===== config.mk =====
export PLATFORM = sky130hd
export DESIGN_NAME = uart_rx_fifo_flat
export DESIGN_NICKNAME = d
export VERILOG_FILES = /design/src/rtl/uart_pkg.sv /design/src/rtl/uart_rx_fifo_if.sv /design/src/rtl/uart_fifo_ram.sv /design/src/rtl/uart_rx_fifo.sv /design/src/flat_wrapper.sv
export SDC_FILE = /design/constraint.sdc
export NUM_CORES = 1
export LEC_CHECK = 0
export ABC_AREA = 1
export CORE_MARGIN = 1
export CORE_UTILIZATION = 56
export DETAILED_ROUTE_END_ITERATION = 10
export PLACE_DENSITY = 0.81
export SLEW_MARGIN = 20
export SYNTH_ARGS = -nofsm -noshare
export SYNTH_HDL_FRONTEND = slang
export SYNTH_SLANG_ARGS = --single-unit

===== constraint.sdc =====
create_clock -name clk -period 3.2 [get_ports clk]
set_clock_uncertainty 0.05 [all_clocks]
set_input_delay 0.64 -clock clk [delete_from_list [all_inputs] [get_ports clk]]
set_output_delay 0.64 -clock clk [all_outputs]
set_load 0.01 [all_outputs]

===== src/rtl/uart_pkg.sv =====
// rtl/uart_pkg.sv - shared UART character type and receive FIFO defaults
package uart_pkg;

  typedef logic [7:0] uart_char_t;

  localparam int UART_RX_FIFO_DEPTH_DFLT = 8;

endpackage


===== src/rtl/uart_rx_fifo_if.sv =====
// rtl/uart_rx_fifo_if.sv - receiver push side and show-ahead consumer side of uart_rx_fifo
interface uart_rx_fifo_if
  import uart_pkg::*;
#(
  parameter int DEPTH = UART_RX_FIFO_DEPTH_DFLT
) ();

  localparam int AW = $clog2(DEPTH);

  logic       ch_vld;
  uart_char_t ch;
  logic       pop_vld;
  logic       pop_rdy;
  uart_char_t pop_data;
  logic [AW:0] cnt;
  logic       full;
  logic       empty;
  logic       ovf;
  logic       ovf_clr;
  logic [AW:0] thr;
  logic       irq;

  modport master (
    output ch_vld, ch, pop_rdy, ovf_clr, thr,
    input  pop_vld, pop_data, cnt, full, empty, ovf, irq
  );

  modport slave (
    input  ch_vld, ch, pop_rdy, ovf_clr, thr,
    output pop_vld, pop_data, cnt, full, empty, ovf, irq
  );

endinterface


===== src/rtl/uart_fifo_ram.sv =====
// rtl/uart_fifo_ram.sv - DEPTH x 8 character storage, one write port, one asynchronous read port
module uart_fifo_ram
  import uart_pkg::*;
#(
  parameter  int DEPTH = UART_RX_FIFO_DEPTH_DFLT,
  localparam int AW    = $clog2(DEPTH)
) (
  input  logic          clk,
  input  logic          wr_en_i,
  input  logic [AW-1:0] wr_addr_i,
  input  uart_char_t    wr_data_i,
  input  logic [AW-1:0] rd_addr_i,
  output uart_char_t    rd_data_o
);

  // No reset: occupancy is tracked by the pointers, so stale entries are never consumed.
  uart_char_t mem_q [DEPTH];

  always_ff @(posedge clk) begin
    if (wr_en_i) begin
      mem_q[wr_addr_i] <= wr_data_i;
    end
  end

  assign rd_data_o = mem_q[rd_addr_i];

endmodule


===== src/rtl/uart_rx_fifo.sv =====
// rtl/uart_rx_fifo.sv - show-ahead receive character FIFO with sticky overflow flag
// Optional threshold interrupt enabled by defining UART_RX_FIFO_IRQ_EN.
module uart_rx_fifo
  import uart_pkg::*;
#(
  parameter int DEPTH = UART_RX_FIFO_DEPTH_DFLT
) (
  input logic           clk,
  input logic           rst_n,
  uart_rx_fifo_if.slave bus
);

  localparam int AW = $clog2(DEPTH);

  logic [AW:0] wr_ptr_q, wr_ptr_d;
  logic [AW:0] rd_ptr_q, rd_ptr_d;
  logic        ovf_q, ovf_d;
  logic        full_w, empty_w;
  logic        push, pop, drop;
  uart_char_t  rd_data;

  // Pointers carry one extra wrap bit so full and empty are distinguishable.
  assign empty_w = (wr_ptr_q == rd_ptr_q);
  assign full_w  = (wr_ptr_q[AW] != rd_ptr_q[AW]) &&
                   (wr_ptr_q[AW-1:0] == rd_ptr_q[AW-1:0]);

  assign pop  = ~empty_w & bus.pop_rdy;
  assign push = bus.ch_vld & (~full_w | pop);
  assign drop = bus.ch_vld & full_w & ~pop;

  always_comb begin
    wr_ptr_d = wr_ptr_q;
    rd_ptr_d = rd_ptr_q;
    ovf_d    = ovf_q;
    if (push) begin
      wr_ptr_d = wr_ptr_q + (AW+1)'(1);
    end
    if (pop) begin
      rd_ptr_d = rd_ptr_q + (AW+1)'(1);
    end
    if (drop) begin
      ovf_d = 1'b1;
    end else if (bus.ovf_clr) begin
      ovf_d = 1'b0;
    end
  end

  always_ff @(posedge clk or negedge rst_n) begin
    if (!rst_n) begin
      wr_ptr_q <= '0;
      rd_ptr_q <= '0;
      ovf_q    <= 1'b0;
    end else begin
      wr_ptr_q <= wr_ptr_d;
      rd_ptr_q <= rd_ptr_d;
      ovf_q    <= ovf_d;
    end
  end

  uart_fifo_ram #(
    .DEPTH (DEPTH)
  ) u_ram (
    .clk       (clk),
    .wr_en_i   (push),
    .wr_addr_i (wr_ptr_q[AW-1:0]),
    .wr_data_i (bus.ch),
    .rd_addr_i (rd_ptr_q[AW-1:0]),
    .rd_data_o (rd_data)
  );

  assign bus.pop_vld  = ~empty_w;
  assign bus.pop_data = rd_data;
  assign bus.cnt      = wr_ptr_q - rd_ptr_q;
  assign bus.full     = full_w;
  assign bus.empty    = empty_w;
  assign bus.ovf      = ovf_q;

`ifdef UART_RX_FIFO_IRQ_EN
  logic irq_q, irq_d;

  assign irq_d = (bus.cnt >= bus.thr) | ovf_q;

  always_ff @(posedge clk or negedge rst_n) begin
    if (!rst_n) begin
      irq_q <= 1'b0;
    end else begin
      irq_q <= irq_d;
    end
  end

  assign bus.irq = irq_q;
`else
  logic unused_thr;

  assign unused_thr = ^bus.thr;
  assign bus.irq    = 1'b0;
`endif

  a_full_empty_excl: assert property (@(posedge clk) disable iff (!rst_n)
    !(full_w && empty_w));
  a_cnt_range: assert property (@(posedge clk) disable iff (!rst_n)
    bus.cnt <= (AW+1)'(DEPTH));

endmodule


===== src/flat_wrapper.sv =====
// flat-port wrapper written by rule: the top's interface ports become plain ports
module uart_rx_fifo_flat import uart_pkg::*;
#(
  parameter int DEPTH = UART_RX_FIFO_DEPTH_DFLT
)
  (clk, rst_n, bus_ch_vld, bus_ch, bus_pop_rdy, bus_ovf_clr, bus_thr, bus_pop_vld, bus_pop_data, bus_cnt, bus_full, bus_empty, bus_ovf, bus_irq);
  uart_rx_fifo_if #(.DEPTH(DEPTH)) bus_i ();
  input logic clk;
  input logic rst_n;
  input wire logic [$bits(bus_i.ch_vld)-1:0] bus_ch_vld;
  input wire logic [$bits(bus_i.ch)-1:0] bus_ch;
  input wire logic [$bits(bus_i.pop_rdy)-1:0] bus_pop_rdy;
  input wire logic [$bits(bus_i.ovf_clr)-1:0] bus_ovf_clr;
  input wire logic [$bits(bus_i.thr)-1:0] bus_thr;
  output wire logic [$bits(bus_i.pop_vld)-1:0] bus_pop_vld;
  output wire logic [$bits(bus_i.pop_data)-1:0] bus_pop_data;
  output wire logic [$bits(bus_i.cnt)-1:0] bus_cnt;
  output wire logic [$bits(bus_i.full)-1:0] bus_full;
  output wire logic [$bits(bus_i.empty)-1:0] bus_empty;
  output wire logic [$bits(bus_i.ovf)-1:0] bus_ovf;
  output wire logic [$bits(bus_i.irq)-1:0] bus_irq;
  assign bus_i.ch_vld = bus_ch_vld;
  assign bus_i.ch = bus_ch;
  assign bus_i.pop_rdy = bus_pop_rdy;
  assign bus_i.ovf_clr = bus_ovf_clr;
  assign bus_i.thr = bus_thr;
  assign bus_pop_vld = bus_i.pop_vld;
  assign bus_pop_data = bus_i.pop_data;
  assign bus_cnt = bus_i.cnt;
  assign bus_full = bus_i.full;
  assign bus_empty = bus_i.empty;
  assign bus_ovf = bus_i.ovf;
  assign bus_irq = bus_i.irq;
  uart_rx_fifo #(.DEPTH(DEPTH)) u_core (.clk(clk), .rst_n(rst_n), .bus(bus_i));
endmodule

Word-level counts from Yosys, hierarchy flattened. Memories as Yosys holds them, arrays and structs flattened. Index checks and enable logic that the tools add are counted.

Flip-flop bits (word level): 9. Memory bits (writable): 64. Input port bits: 17. Output and inout port bits: 17. Logic and storage cells: 24. Memories kept: 1.

Memories: u_core.u_ram.mem_q (depth 8, bits a word 8, read ports 1, clocked after memory_dff 0, wr ports 1, line uart_fifo_ram.sv:17) `uart_char_t mem_q [DEPTH];`.

Add/sub/neg operators: 3. Eq/ne operators: 3. Multiplexer cells: 4. Bitwise gates (word level): 8. Reductions and logical operators: 2.

Operators with widths (number): 4-bit by 1-bit adder with 4-bit output, second input constant (2); 1-bit bitwise AND (4); 4-bit equality test (1); 1-bit two-way mux (4); 4-bit subtractor (1); 3-bit equality test (1); 1-bit NOT (3); 2-bit nonzero test (1); 1-bit logical AND (1); 1-bit != test (1); 1-bit bitwise OR (1).

Longest topological paths before layout. Gate-level depths: netlist of run 1.

Word-level depth: 7. Depth in mapped cells: 11. Mapped depth without buffers: 9.

Modules after synthesis. From an unflattened synthesis of run 1, not the netlist that was laid out.

Cell total of the unflattened synthesis: 376. Area total of the unflattened synthesis: 3552.2 µm².

Modules (own cells, without submodules): uart_fifo_ram (times used 1, cells an instance 295, area an instance 2890.3 µm², sequential area each 1921.8 µm²); uart_rx_fifo (times used 1, cells an instance 81, area an instance 661.9 µm², sequential area each 225.2 µm²).

Worst setup path after synthesis of run 1. Ideal clock, no wire load.

Path type: reg-to-reg. Start: register u_core.rd_ptr_q[2]. End: memory u_core.u_ram.mem_q[2][0] (netlist bit), enable pin. Setup time: 370 ps. Arrival time: 1779 ps. Data required time: 2780 ps. Path slack: 1000 ps. Cell stages (with the launch flop): 9. Path buffers: 1. Period minus slack after synthesis: 2200 ps. Cell sequence: dfrtp_1 -> buf_4 -> clkinv_1 -> ha_1 -> inv_2 -> nor2_4 -> nand3_4 -> nand3_2 -> nor2_1.

Word-level cells in the longest chain between the ends: 7. Elaborated cells between the ends (all ways): 10. Those cells by class: eq/ne: 2; mux: 2; bitwise: 5; reduce/logical: 1.

RTL lines: from (decl) (line uart_rx_fifo.sv:16) `logic [AW:0] rd_ptr_q, rd_ptr_d;`; from (signal assigned) (line uart_rx_fifo.sv:55) `rd_ptr_q <= rd_ptr_d;`; 4-bit equality test / 3-bit equality test (equally long branches) (line uart_rx_fifo.sv:23, uart_rx_fifo.sv:25); 1-bit NOT / 1-bit logical AND (equally long branches) (line uart_rx_fifo.sv:27, uart_rx_fifo.sv:24); 1-bit bitwise AND / 1-bit NOT (equally long branches) (line uart_rx_fifo.sv:27, uart_rx_fifo.sv:28); 1-bit bitwise OR (*) (line uart_rx_fifo.sv:28) `assign push = bus.ch_vld & (~full_w | pop);`; 1-bit bitwise AND (*) (line uart_rx_fifo.sv:28); 1-bit two-way mux (*) (line uart_fifo_ram.sv:20) `if (wr_en_i) begin`; 1-bit two-way mux (implied by the code) (*) (line uart_fifo_ram.sv:21) `mem_q[wr_addr_i] <= wr_data_i;`; to (decl) (line uart_fifo_ram.sv:17).

Mark *: on every way between the ends. The rest lies on a longest branch, timed or not.

Worst setup path in the final report of run 1.
Start: register u_core.rd_ptr_q[0]. End: output bus_pop_data[3].

Word-level cells in the longest chain between the ends: 1.

RTL lines: memory 8 x 8 bit; to (decl) (line flat_wrapper.sv:16) `output wire logic [$bits(bus_i.pop_data)-1:0] bus_pop_data;`.

Every way passes these cells.

==> results of run 1 <==
[report_power, final]
group | total [mW] | leakage, nW | switching [mW] | internal (mW)
Clock | 0.748 | 0.0976 | 0.314 | 0.434
Combinational | 1.67 | 0.755 | 0.960 | 0.706
Sequential | 1.30 | 0.695 | 0.103 | 1.19
Total | 3.71 | 1.55 | 1.38 | 2.33
[metrics by stage]
step                power (mW)  setup WS, ns  instance area, sq um  std cells
finish                   3.710        0.2308                  3864        426
global route             3.966       0.05396                  3864        426
CTS                      3.735        0.1833                  3864        426
detailed placement       2.980        0.5652                  3654        410
global placement         2.923        0.5672                  3654        410
floorplan                2.383         1.000                  3307        312
[synth_stat cells (all sizes together), types with 2 or more instances]
cell type,count
dfrtp,9
nor2,26
nand3,9
xor2,3
ha,5
buf,14
o21ai,33
xnor2,2
inv,15
edfxtp,64
nand2,124
[layer usage]
layer,wire [um],track usage,part of all wire
met5,0,0,0
met4,79,0.1236,0.012
met3,445,0.04943,0.069
met2,3359,0.3774,0.52
met1,2555,0.2836,0.40
[sequential cells by signal, summed over array words and instances, names as in the netlist]
name	cells
u_core.u_ram.mem_q	64
u_core.rd_ptr_q	4
u_core.wr_ptr_q	4
u_core.bus.ovf	1
[cell type report]
class                      count  area, sq um  area share
sequential                    73         2147      0.5557
multi-input combinational    209        980.9      0.2539
clock buffer                  10        127.6     0.03303
inverter                      16        65.06     0.01684
timing repair buffer          40        370.4     0.09585
clock inverter                 6        82.58     0.02137
tap                           72        90.09     0.02332
[cell families after synthesis]
| kind of cell | Yosys count | share of synthesized area |
|---|---|---|
| DFF | 73 | 0.6493 |
| buffers and inverters | 30 | 0.05410 |
| adders and majority gates | 6 | 0.02497 |
| AOI/OAI and AO/OA | 35 | 0.05335 |
| other | 1 | 0.001134 |
| and+or+nand+nor | 162 | 0.2039 |
| xor gates and xnor gates | 5 | 0.01324 |
[worst paths after layout]
path	endpoint	cells after the start	slack, ns
max	bus_pop_data[3]	8	0.23
min	u_core.bus.ovf$_DFFE_PN0P_	2	0.49
max reg2reg	u_core.u_ram.mem_q[5][4]$_DFFE_PP_	8	0.89
min reg2reg	u_core.bus.ovf$_DFFE_PN0P_	2	0.49
max in group asynchronous	u_core.rd_ptr_q[0]$_DFFE_PN0P_	1	2.24
min in group asynchronous	u_core.wr_ptr_q[2]$_DFFE_PN0P_	1	0.56
[worst min-delay path: cells and delay by family (launching register included)]
family | cells | cell delay, ns
flip-flops | 1 | 0.38
AO/OA/AOI/OAI | 1 | 0.07
buffers and inverters | 1 | 0.05
==> run summary, run 1 <==
status -> completed
Final Hold Viols -> 0
row cnt -> 27
Mapped Nets -> 335
max-slew violation count -> 0
drt total wl -> 6.440 mm
GRT Residual Overflow -> 0
CP Max Fanout -> 32
total CTS buffers -> 9
# fillers -> 412
total number of vias -> 2245
worst hold slack -> 0.4897 ns
commonest non-fill, non-tap cell in the layout -> nand2_1
Hold Path Class -> reg2reg
Critical path origin -> u_core.rd_ptr_q[0]$_DFFE_PN0P_
yosys warns -> 0
GRT Overall Usage -> 0.2291
TritonCTS clock tree -> yes
Clock Path Buffers -> 2
Max IR drop VDD -> 0.0004784 V
min Tclk post-route -> 2.969 ns
vias in the first global route -> 2225
worst-path cell chain -> buf_4 > nand2_1 > nand2_1 > nand2_1 > o21ai_1 > nand2_1 > nand2_1 > clkdlybuf4s50_1
Post-Synthesis Cells -> 312
Post-synth EDFFs -> 64
Crit path max-delay family -> buffers and inverters
wire length per cell -> 15.12 um
top cell type's share of synthesized area -> 0.5812
hpwl dp -> 3.964 mm
largest net degree at the start of global routing -> 34
post_cts resized -> 0
slowest CP cell -> clkdlybuf4s50_1
core area -> 5608 sq um
unrepaired setup endpoints after global routing -> false
worst path bufs/invs -> 2
fraction of layout cells with a size suffix above 1 -> 0.1045
# hold bufs at CTS -> 0
CP Capture Type -> primary output
synthesized area per cell -> 10.60 sq um
Final ANT Viol Nets -> 0
#FFs+latches synth -> 73
Max stage delay on crit path -> 0.54 ns
vias per cell -> 5.270
initial antenna violation count -> 0
Buffers on Ports -> 28
Critical Path Most Common Cell -> nand2_1
DRT iter0 DRCs -> 191
I/O pin count -> 34
root buffer cell -> clkbuf_8
cell taking the most area after synthesis -> edfxtp_1
commonest cells after routing, fill and taps aside -> nand2_1, edfxtp_1, clkdlybuf4s50_1
Initial Utilization -> 0.5897
clk slew on worst S/H paths -> 0.07 ns
Post-synth top flop -> edfxtp_1
drt pass-1 iters -> 4
leakage -> 1.547 nW
clk_lat worst skew -> 0.33 ns
H-tree depth -> 3
DIE AREA -> 6217 sq um
synth top area cells -> edfxtp_1, nand2_1, dfrtp_1, nor2_1, o21ai_0
TNS Setup -> 0 ns
DRC -> 0
register area share after synthesis -> 0.6493
post-CTS setup buffer count -> 0
fmax -> 0.3368 GHz
net total in the final layout -> 372
n_diodes -> 0
period utilisation layout -> 0.9279
Netlist cell types -> 29
Die H -> 78.85 um
kind of critical path -> reg2out
worst path required time -> 2.51 ns
asr flop ratio synth -> 0.1233
Placer Congestion -> 0.7761
Post-Syn Area -> 3307 sq um
# setup viols final -> 0
first-pass GRT wire length -> 10.26 mm
Hold Startpoint -> u_core.bus.ovf$_DFFE_PN0P_
Setup crit start kind -> flip-flop
Max Cap Viol -> 0
CP arrival -> 2.28 ns
Final Core Density -> 0.6890
Syn-to-layout area delta -> 16.84%
die extent in x -> 78.85 um
Sink Count -> 73
reg-to-reg startpoint -> u_core.wr_ptr_q[0]$_DFFE_PN0P_
Pwr per Cell Area -> 960.3 nW/um^2
(Power assumes the default switching activity.)
==> run 2: changes to the inputs <==
--- a/config.mk
+++ b/config.mk
@@ -6,10 +6,12 @@
 export NUM_CORES = 1
 export LEC_CHECK = 0
 export ABC_AREA = 1
+export CELL_PAD_IN_SITES_DETAIL_PLACEMENT = 0
+export CELL_PAD_IN_SITES_GLOBAL_PLACEMENT = 1
 export CORE_MARGIN = 1
-export CORE_UTILIZATION = 56
+export CORE_UTILIZATION = 40
 export DETAILED_ROUTE_END_ITERATION = 10
-export PLACE_DENSITY = 0.81
+export PLACE_DENSITY = 0.77
 export SLEW_MARGIN = 20
 export SYNTH_ARGS = -nofsm -noshare
 export SYNTH_HDL_FRONTEND = slang
==> constraint.sdc (replaced) <==
create_clock -name clk -period 2.73 [get_ports clk]
set_clock_uncertainty 0.05 [all_clocks]
set_input_delay 0.546 -clock clk [delete_from_list [all_inputs] [get_ports clk]]
set_output_delay 0.546 -clock clk [all_outputs]
set_load 0.01 [all_outputs]
==> run summary, run 2 (same netlist as run 1, synthesis figures left out) <==
status -> completed
H-tree depth -> 3 (unchanged)
Die H -> 92.93 um (+18%)
Setup crit start kind -> flip-flop
total CTS buffers -> 9 (unchanged)
biggest regs -> u_core.u_ram.mem_q (64), u_core.rd_ptr_q (4), u_core.wr_ptr_q (4)
DIE AREA -> 8635 sq um (+39%)
clk slew on worst S/H paths -> 0.07 ns (about the same)
CP Capture Type -> primary output
Sink Count -> 73 (unchanged)
DRT iter0 DRCs -> 76 (-60%)
row cnt -> 32 (+19%)
total number of vias -> 2207 (-1.7%)
worst hold slack -> 0.4736 ns (-0.01610 ns)
Pwr per Cell Area -> 1126 nW/um^2 (+17%)
dpl ws -> 0.2750 ns (-0.2902 ns)
drt pass-1 iters -> 4 (unchanged)
vias per cell -> 4.798 (-9.0%)
Max IR drop VDD -> 0.0004614 V (-3.6%)
TNS Setup -> 0 ns (unchanged)
first-pass GRT wire length -> 10.96 mm (+6.9%)
CP arrival -> 2.07 ns (-0.21 ns)
Multi-input gate area -> 996.0 sq um (+1.5%)
slowest CP cell -> clkdlybuf4s50_1
hpwl dp -> 4.267 mm (+7.6%)
root buffer cell -> clkbuf_8
final setup margin -> 0.06746 ns (-0.1633 ns)
Largest Register -> u_core.u_ram.mem_q
GRT Overall Usage -> 0.1754 (-0.05369)
CP Max Fanout -> 4 (-88%)
placed cell count -> 443 (+8.0%)
Final Hold Viols -> 0 (unchanged)
leakage -> 1.590 nW (+2.7%)
vias in the first global route -> 2117 (-4.9%)
die extent in x -> 92.93 um (+18%)
core area -> 7848 sq um (+40%)
Non-Filler Instances -> 460 (+8.0%)
CP Depth -> 4 (-4)
GR peak layer -> met2
max FFs per register -> 64 (unchanged)
min Tclk post-route -> 2.663 ns
Global Route met3 Usage -> 0.02463 (-0.02479)
Crit path max-delay family -> adder cells
# setup viols final -> 0 (unchanged)
Initial Utilization -> 0.4214 (-0.1683)
I/O pin count -> 34 (unchanged)
DRC -> 0 (unchanged)
met1 GRT Util -> 0.2239 (-0.05967)
TritonCTS clock tree -> yes
Syn-to-layout area delta -> 20.39%
period utilisation layout -> 0.9753
initial antenna violation count -> 0 (unchanged)
Buffers on Ports -> 28 (unchanged)
worst path bufs/invs -> 2 (unchanged)
fraction of layout cells with a size suffix above 1 -> 0.1369 (+0.03235)
register area -> 2151 sq um (+0.17%)
clk_lat worst skew -> 0.34 ns (about the same)
drt total wl -> 6.915 mm (+7.4%)
n_diodes -> 0 (unchanged)
commonest non-fill, non-tap cell in the layout -> nand2_1
largest net degree at the start of global routing -> 34 (unchanged)
fmax -> 0.3756 GHz
wire length per cell -> 15.03 um (-0.56%)
commonest cells after routing, fill and taps aside -> nand2_1, edfxtp_1, clkdlybuf4s50_1
worst reg-to-reg path cell count -> 8 (unchanged)
Clock Path Buffers -> 2 (unchanged)
GRT Residual Overflow -> 0 (unchanged)
kind of critical path -> reg2out
net total in the final layout -> 376 (+1.1%)
Hold Path Class -> in2async
# fillers -> 716 (+74%)
worst path required time -> 2.13 ns (-0.38 ns)
Final ANT Viol Nets -> 0 (unchanged)
# hold bufs at CTS -> 0 (unchanged)
worst-path cell chain -> ha_2 > fa_1 > inv_1 > clkdlybuf4s50_1
max-slew violation count -> 0 (unchanged)
Placer Congestion -> 0.7374 (-5.0%)
M2 GR Usage -> 0.2966 (-0.08082)
Max Cap Viol -> 0 (unchanged)
Max stage delay on crit path -> 0.53 ns (about the same)
==> run 2: timing repair <==
action | CTS | global route
resized for setup | 3 | 12
buffers inserted | 0 | 1
setup endpoints to repair | 4 | 12
hold endpoints to repair | 0 | 0
pin swaps | 0 | 1
==> run 2: final cells by class <==
cell class                      count  area share
Clock buffer                       10     0.03206
Multi-Input combinational cell    209      0.2502
Timing Repair Buffer               44      0.1028
Inverter                           16     0.01948
Sequential cell                    73      0.5402
Clock inverter                      6     0.02326
Tap cell                          102     0.03206
==> run 2: path summary, 6_finish.rpt <==
kind	startpoint	end	slack, ns
worst max register to register	u_core.rd_ptr_q[1]$_DFFE_PN0P_	u_core.u_ram.mem_q[6][5]$_DFFE_PP_	0.75
worst min register to register	u_core.bus.ovf$_DFFE_PN0P_	u_core.bus.ovf$_DFFE_PN0P_	0.48
max in group asynchronous	rst_n	u_core.rd_ptr_q[0]$_DFFE_PN0P_	1.81
worst max-delay path	u_core.rd_ptr_q[0]$_DFFE_PN0P_	bus_cnt[1]	0.07
worst min-delay path	rst_n	u_core.wr_ptr_q[3]$_DFFE_PN0P_	0.47
min in group clk	u_core.bus.ovf$_DFFE_PN0P_	u_core.bus.ovf$_DFFE_PN0P_	0.48
==> run 2: metrics by stage <==
step	area [sq um]	util	power [mW]
5_1_grt	3981	0.5073	4.792
2_1_floorplan	3307	-	2.793
6_report	3981	0.5073	4.483
3_5_place_dp	3714	0.4732	3.546
3_3_place_gp	3714	0.4732	3.508
4_1_cts	3935	0.5014	4.458
==> run 2: power by group <==
part | leakage, nW | internal [mW] | switching, mW
Clock | 0.103 | 0.518 | 0.412
Sequential | 0.692 | 1.40 | 0.108
Combinational | 0.795 | 0.878 | 1.16
==> run 2: per-layer routing <==
layer	wire length [um]	vias up	share of wire
met2	3475	30	0.50
met1	3186	1051	0.46
met5	0	-	0
met3	144	9	0.021
li1	-	1117	-
met4	108	0	0.016
